$ cat config.mk
export PLATFORM = sky130hd
export DESIGN_NAME = ps2_frame_receiver
export DESIGN_NICKNAME = d
export VERILOG_FILES = /design/src/rtl/ps2_frame_receiver.sv
export SDC_FILE = /design/constraint.sdc
export NUM_CORES = 1
export LEC_CHECK = 0
export BUFFER_PORTS_ARGS = -buffer_cell sky130_fd_sc_hd__buf_2
export CORE_MARGIN = 5
export CORE_UTILIZATION = 53
export CTS_CLUSTER_SIZE = 16
export DETAILED_ROUTE_END_ITERATION = 10
export PLACE_DENSITY = 0.75
export SLEW_MARGIN = 10
export SYNTH_ARGS = -nofsm -noshare
export SYNTH_HDL_FRONTEND = slang
export SYNTH_SLANG_ARGS = --single-unit
$ cat constraint.sdc
create_clock -name CLOCK_50 -period 1.85 [get_ports CLOCK_50]
set_input_delay 0.555 -clock CLOCK_50 [delete_from_list [all_inputs] [get_ports CLOCK_50]]
set_output_delay 0.555 -clock CLOCK_50 [all_outputs]
set_load 0.1 [all_outputs]
$ cat src/rtl/ps2_frame_receiver.sv
// PS/2 receive deserialiser: start, 8 data bits LSB first, odd parity, stop.
// Ports: CLOCK_50/reset (async, active-high); PS2_CLK/PS2_DAT raw pins in;
//   key_data last good byte; byte_valid, frame_error, parity_error pulses; busy.
// Optional: PS2_PARITY_CHECK_EN enables parity checking and parity_error.
module ps2_frame_receiver #(
  parameter int CLK_FREQ_HZ = 50_000_000,
  parameter int TIMEOUT_US  = 2000,
  parameter int SYNC_STAGES = 2,
  parameter int FILTER_LEN  = 8
) (
  input  logic       CLOCK_50,
  input  logic       reset,
  input  logic       PS2_CLK,
  input  logic       PS2_DAT,
  output logic [7:0] key_data,
  output logic       byte_valid,
  output logic       frame_error,
  output logic       parity_error,
  output logic       busy
);

  localparam int TIMEOUT_CYC = CLK_FREQ_HZ / 1_000_000 * TIMEOUT_US;
  localparam int TW = $clog2(TIMEOUT_CYC + 1);
  localparam int FW = $clog2(FILTER_LEN);

  typedef enum logic [1:0] {
    IDLE,
    DATA,
    PARITY,
    STOP
  } state_t;

  state_t state_q, state_d;

  logic [SYNC_STAGES-1:0] clk_sync, dat_sync;
  logic clk_s, dat_s;
  logic filt_q, filt_prev_q, fall;
  logic [FW-1:0] fcnt_q;
  logic [TW-1:0] tmo_q;
  logic tmo_hit;
  logic [7:0] shift_q;
  logic [2:0] bitcnt_q;
  logic bv_d, fe_d;

  always_ff @(posedge CLOCK_50 or posedge reset) begin
    if (reset) begin
      clk_sync <= '1;
      dat_sync <= '1;
    end else begin
      clk_sync <= {clk_sync[SYNC_STAGES-2:0], PS2_CLK};
      dat_sync <= {dat_sync[SYNC_STAGES-2:0], PS2_DAT};
    end
  end

  assign clk_s = clk_sync[SYNC_STAGES-1];
  assign dat_s = dat_sync[SYNC_STAGES-1];

  // Count samples that disagree with the filtered level; any
  // agreeing sample restarts the run, so short glitches vanish.
  always_ff @(posedge CLOCK_50 or posedge reset) begin
    if (reset) begin
      filt_q      <= 1'b1;
      filt_prev_q <= 1'b1;
      fcnt_q      <= '0;
    end else begin
      filt_prev_q <= filt_q;
      if (clk_s == filt_q) begin
        fcnt_q <= '0;
      end else if (fcnt_q == FW'(FILTER_LEN - 1)) begin
        filt_q <= clk_s;
        fcnt_q <= '0;
      end else begin
        fcnt_q <= fcnt_q + 1'b1;
      end
    end
  end

  assign fall = filt_prev_q & ~filt_q;

  always_ff @(posedge CLOCK_50 or posedge reset) begin
    if (reset) begin
      tmo_q <= '0;
    end else if (fall || state_q == IDLE) begin
      tmo_q <= '0;
    end else if (tmo_q != TW'(TIMEOUT_CYC)) begin
      tmo_q <= tmo_q + 1'b1;
    end
  end

  // Fires on the edge where the counter reaches TIMEOUT_CYC;
  // a coincident fall takes precedence.
  assign tmo_hit = (state_q != IDLE) && !fall &&
                   (tmo_q == TW'(TIMEOUT_CYC - 1));

`ifdef PS2_PARITY_CHECK_EN
  logic par_q, par_ok, pe_d;
  assign par_ok = ^{shift_q, par_q};
`endif

  always_comb begin
    state_d = state_q;
    bv_d    = 1'b0;
    fe_d    = 1'b0;
`ifdef PS2_PARITY_CHECK_EN
    pe_d    = 1'b0;
`endif
    if (fall) begin
      unique case (state_q)
        IDLE:   if (!dat_s) state_d = DATA;
        DATA:   if (bitcnt_q == 3'd7) state_d = PARITY;
        PARITY: state_d = STOP;
        STOP: begin
          state_d = IDLE;
          if (!dat_s) fe_d = 1'b1;
`ifdef PS2_PARITY_CHECK_EN
          else if (!par_ok) pe_d = 1'b1;
`endif
          else bv_d = 1'b1;
        end
      endcase
    end else if (tmo_hit) begin
      state_d = IDLE;
      fe_d    = 1'b1;
    end
  end

  always_ff @(posedge CLOCK_50 or posedge reset) begin
    if (reset) state_q <= IDLE;
    else       state_q <= state_d;
  end

  always_ff @(posedge CLOCK_50 or posedge reset) begin
    if (reset) begin
      shift_q     <= '0;
      bitcnt_q    <= '0;
      key_data    <= '0;
      byte_valid  <= 1'b0;
      frame_error <= 1'b0;
    end else begin
      byte_valid  <= bv_d;
      frame_error <= fe_d;
      if (bv_d) key_data <= shift_q;
      if (fall && state_q == IDLE) bitcnt_q <= '0;
      if (fall && state_q == DATA) begin
        shift_q  <= {dat_s, shift_q[7:1]};
        bitcnt_q <= bitcnt_q + 1'b1;
      end
    end
  end

`ifdef PS2_PARITY_CHECK_EN
  always_ff @(posedge CLOCK_50 or posedge reset) begin
    if (reset) begin
      par_q        <= 1'b0;
      parity_error <= 1'b0;
    end else begin
      parity_error <= pe_d;
      if (fall && state_q == PARITY) par_q <= dat_s;
    end
  end
`else
  assign parity_error = 1'b0;
`endif

  assign busy = (state_q != IDLE);

endmodule
==> impl_metrics.csv <==
group,metric,value,unit
die,die_area,5570,sq um
clock_network,numCtsBuffers,5,
die,die_h,74.6,um
sta,period_share,96.0,%
layout,fin_util,65.3,%
layout,num-fill-cells,300,
worst_setup_path,critPathKind,"reg2reg",
synth,synthCells,189,
pwr,p_int,1990,uW
worst_setup_path,cp-end-kind,"flip-flop",
die,start_util,55.0,%
run,max-cap-violations,0,
pwr,pwr-share-comb,29.7,%
layout,fin_nets,240,
clock_network,cts_tree,"built",
clock_network,cts.sinks,49,
sta,setup_viol,0,
synth,post-synth-top-count-cell,"dfrtp_1",
placement,dp_hpwl,3060,um
routing,wire_per_inst,15.2,um
worst_setup_path,critPathArrivalTime,2.00,ns
sta,setup_tns,0,ns
die,dieWidth,74.6,um
routing,drtPass1Iterations,4,
outcome,run_status,"finished, final reports clean",
pwr,p_per_area,1110,nW/um^2
synth,synth_top_cells_by_count,"dfrtp_1, mux2_2, nor2_1",
pwr,p_leak,0.00129,uW
die,io_pins,16,
worst_setup_path,rr_endpoint,"tmo_q[14]",
routing,drt_iter0_drc,142,
synth,synth.top_cell.area_share,48.6,%
synth,avgSynthCellArea,11.7,sq um
pwr,p_sw_share,31.8,%
placement,finalWeightedCongestion,0.800,
layout,seq_area,1230,sq um
layout,fin_cells,277,
layout,syn_to_final_growth,18.8,%
synth,synthFlopType,"dfrtp_1",
clock_network,cts_root_buf,"clkbuf_8",
clock_network,clock_latency,0.30,ns
worst_setup_path,crit_path_start,"tmo_q[11]",
worst_setup_path,r2r_start,"tmo_q[11]",
sta,fin_hold_ws,0.232,ns
routing,viasPerCell,5.55,
layout,diodes,0,
placement,placedCellCount,266,
min_path,min_path_type,"in2async",
pwr,pwr-share-clk,26.8,%
synth,netlist_top_cells_area,"dfrtp_1, mux2_2, dfstp_2",
routing,drtAntennaViolNets,0,
synth,seq_area_frac_synth,55.7,%
synth,ys_types,37,
sta,drv_slew,0,
sta,clock.fmax,563,MHz
global_route,grt_max_degree,20,
worst_setup_path,worstSetupStartpointType,"flip-flop",
pwr,power,2910,uW
pwr,ir_worst_vdd,0.000527,V
sta,period_needed,1.78,ns
global_route,grt_overflow,0,
clock_network,holdBufCountCts,0,
global_route,grt_pass1_vias,1645,
die,rows,23,
synth,yosysTopAreaCell,"dfrtp_1",
synth,synth_warnings,0,
synth,synth_nets,203,
global_route,grt_antenna_before_repair,0,
worst_setup_path,ff2ff_setup_slack,0.07,ns
routing,wirelength,4210,um
synth,async_flop_share,100,%
pwr,power.switching,924,uW
sta,rsz0062_at_grt,"false",
clock_network,clk_pin_slew_worst_paths,0.09,ns
worst_setup_path,cp.required,2.08,ns
worst_setup_path,ff2ff_path_depth,5,
placement,port_buffers,14,
layout,drive_above_1_share,37.0,%
global_route,grt_pass1_wl,7380,um
routing,drcViolationCount,0,
global_route,grt_usage,17.3,%
synth,ys_ff_latch,49,
worst_setup_path,worst-path-max-fanout,5,
sta,hold_viol,0,
sta,fin_skew,0.00938,ns
clock_network,htreeDepth,2,
synth,synth_edf_count,0,
synth,synth_area,2210,sq um
pwr,sequentialPowerShare,43.4,%
die,core_area,4030,sq um
routing,vias,1537,
clock_network,clockBufferDepth,2,
worst_setup_path,critPathCapture,"tmo_q[14]",
layout,multiInputGateArea,936,sq um
## flip-flops by register name, indices dropped and copies added (netlist names), 2 cells and up
register	flops
bitcnt_q	3
clk_sync	2
fcnt_q	3
state_q	2
tmo_q	17
shift_q	8
key_data	8
dat_sync	2
## power by group through the flow
stage / clock network (uW) / logic [uW] / registers (uW)
2_1_floorplan: 0 / 559 / 1300
3_3_place_gp: 0 / 732 / 1280
3_5_place_dp: 0 / 777 / 1290
4_1_cts: 795 / 830 / 1270
5_1_grt: 839 / 932 / 1280
6_report: 780 / 865 / 1260
## how the worst min path moves through the flow
stage,startpoint,endpoint
6_report,reset,shift_q[7]
5_1_grt,reset,tmo_q[10]
4_1_cts,reset,tmo_q[10]
3_5_place_dp,dat_sync[0],dat_sync[1]
3_3_place_gp,dat_sync[0],dat_sync[1]
2_1_floorplan,clk_sync[0],clk_sync[1]
## worst max-delay path, cell delays in order (launching register included)
cell	delay, ns
dfrtp_1	0.37
buf_4	0.13
nand3_1	0.09
or4_4	0.59
or3_1	0.37
a21oi_1	0.15
## cells by family after synthesis
group / Yosys count / synth area share (%)
buffers and inverters: 16 / 3.56
adders and majority gates: 10 / 5.65
and+or+nand+nor: 67 / 16.2
DFF: 49 / 55.7
xor gates and xnor gates: 10 / 3.96
muxes: 19 / 9.60
AOI/OAI and AO/OA: 17 / 5.20
other: 1 / 0.169
## per-stage QoR
step,instance area (sq um),setup WS [ns]
3_3_place_gp,2460,0.0516
6_report,2630,0.0739
4_1_cts,2600,0.000417
3_5_place_dp,2460,-0.0141
5_1_grt,2630,0.000641
2_1_floorplan,2210,0.0236
## what timing repair did
action,in CTS,in global routing
pin swaps,1,3
endpoints found under the setup margin,2,5
gates resized for setup,2,8
cloned,0,0
setup buffers,2,1
## per-layer routing
metal	GRT usage, %	vias up	part of all wire [%]
li1	-	725	-
met1	20.6	775	43
met2	30.3	34	52
met3	4.27	3	3.9
met4	6.32	0	0.43
met5	0	-	0
## layout by cell type (no fill, tap or decap), drive strengths merged, types with 2 or more instances in the layout
cell / n
or4: 2
and3: 2
nand2b: 3
xor2: 7
nand2: 12
dfstp: 6
o21ai: 6
nand3: 7
inv: 12
nor2b: 2
nor4: 5
dfrtp: 43
nor3: 5
mux2: 18
nor2: 16
ha: 10
a32o: 2
or3: 3
xnor2: 3
nand4: 6
a21oi: 3
buf: 34
clkbuf: 7
a31o: 3
## layout make-up
cell class	instances	share of cell area (%)
Multi-Input combinational cell	124	35.6
Clock inverter	1	1.14
Sequential cell	49	47.0
Tap cell	50	2.38
Clock buffer	7	3.28
Inverter	12	1.71
Timing Repair Buffer	34	8.94
No activity file was read; power rests on OpenSTA's default activity.
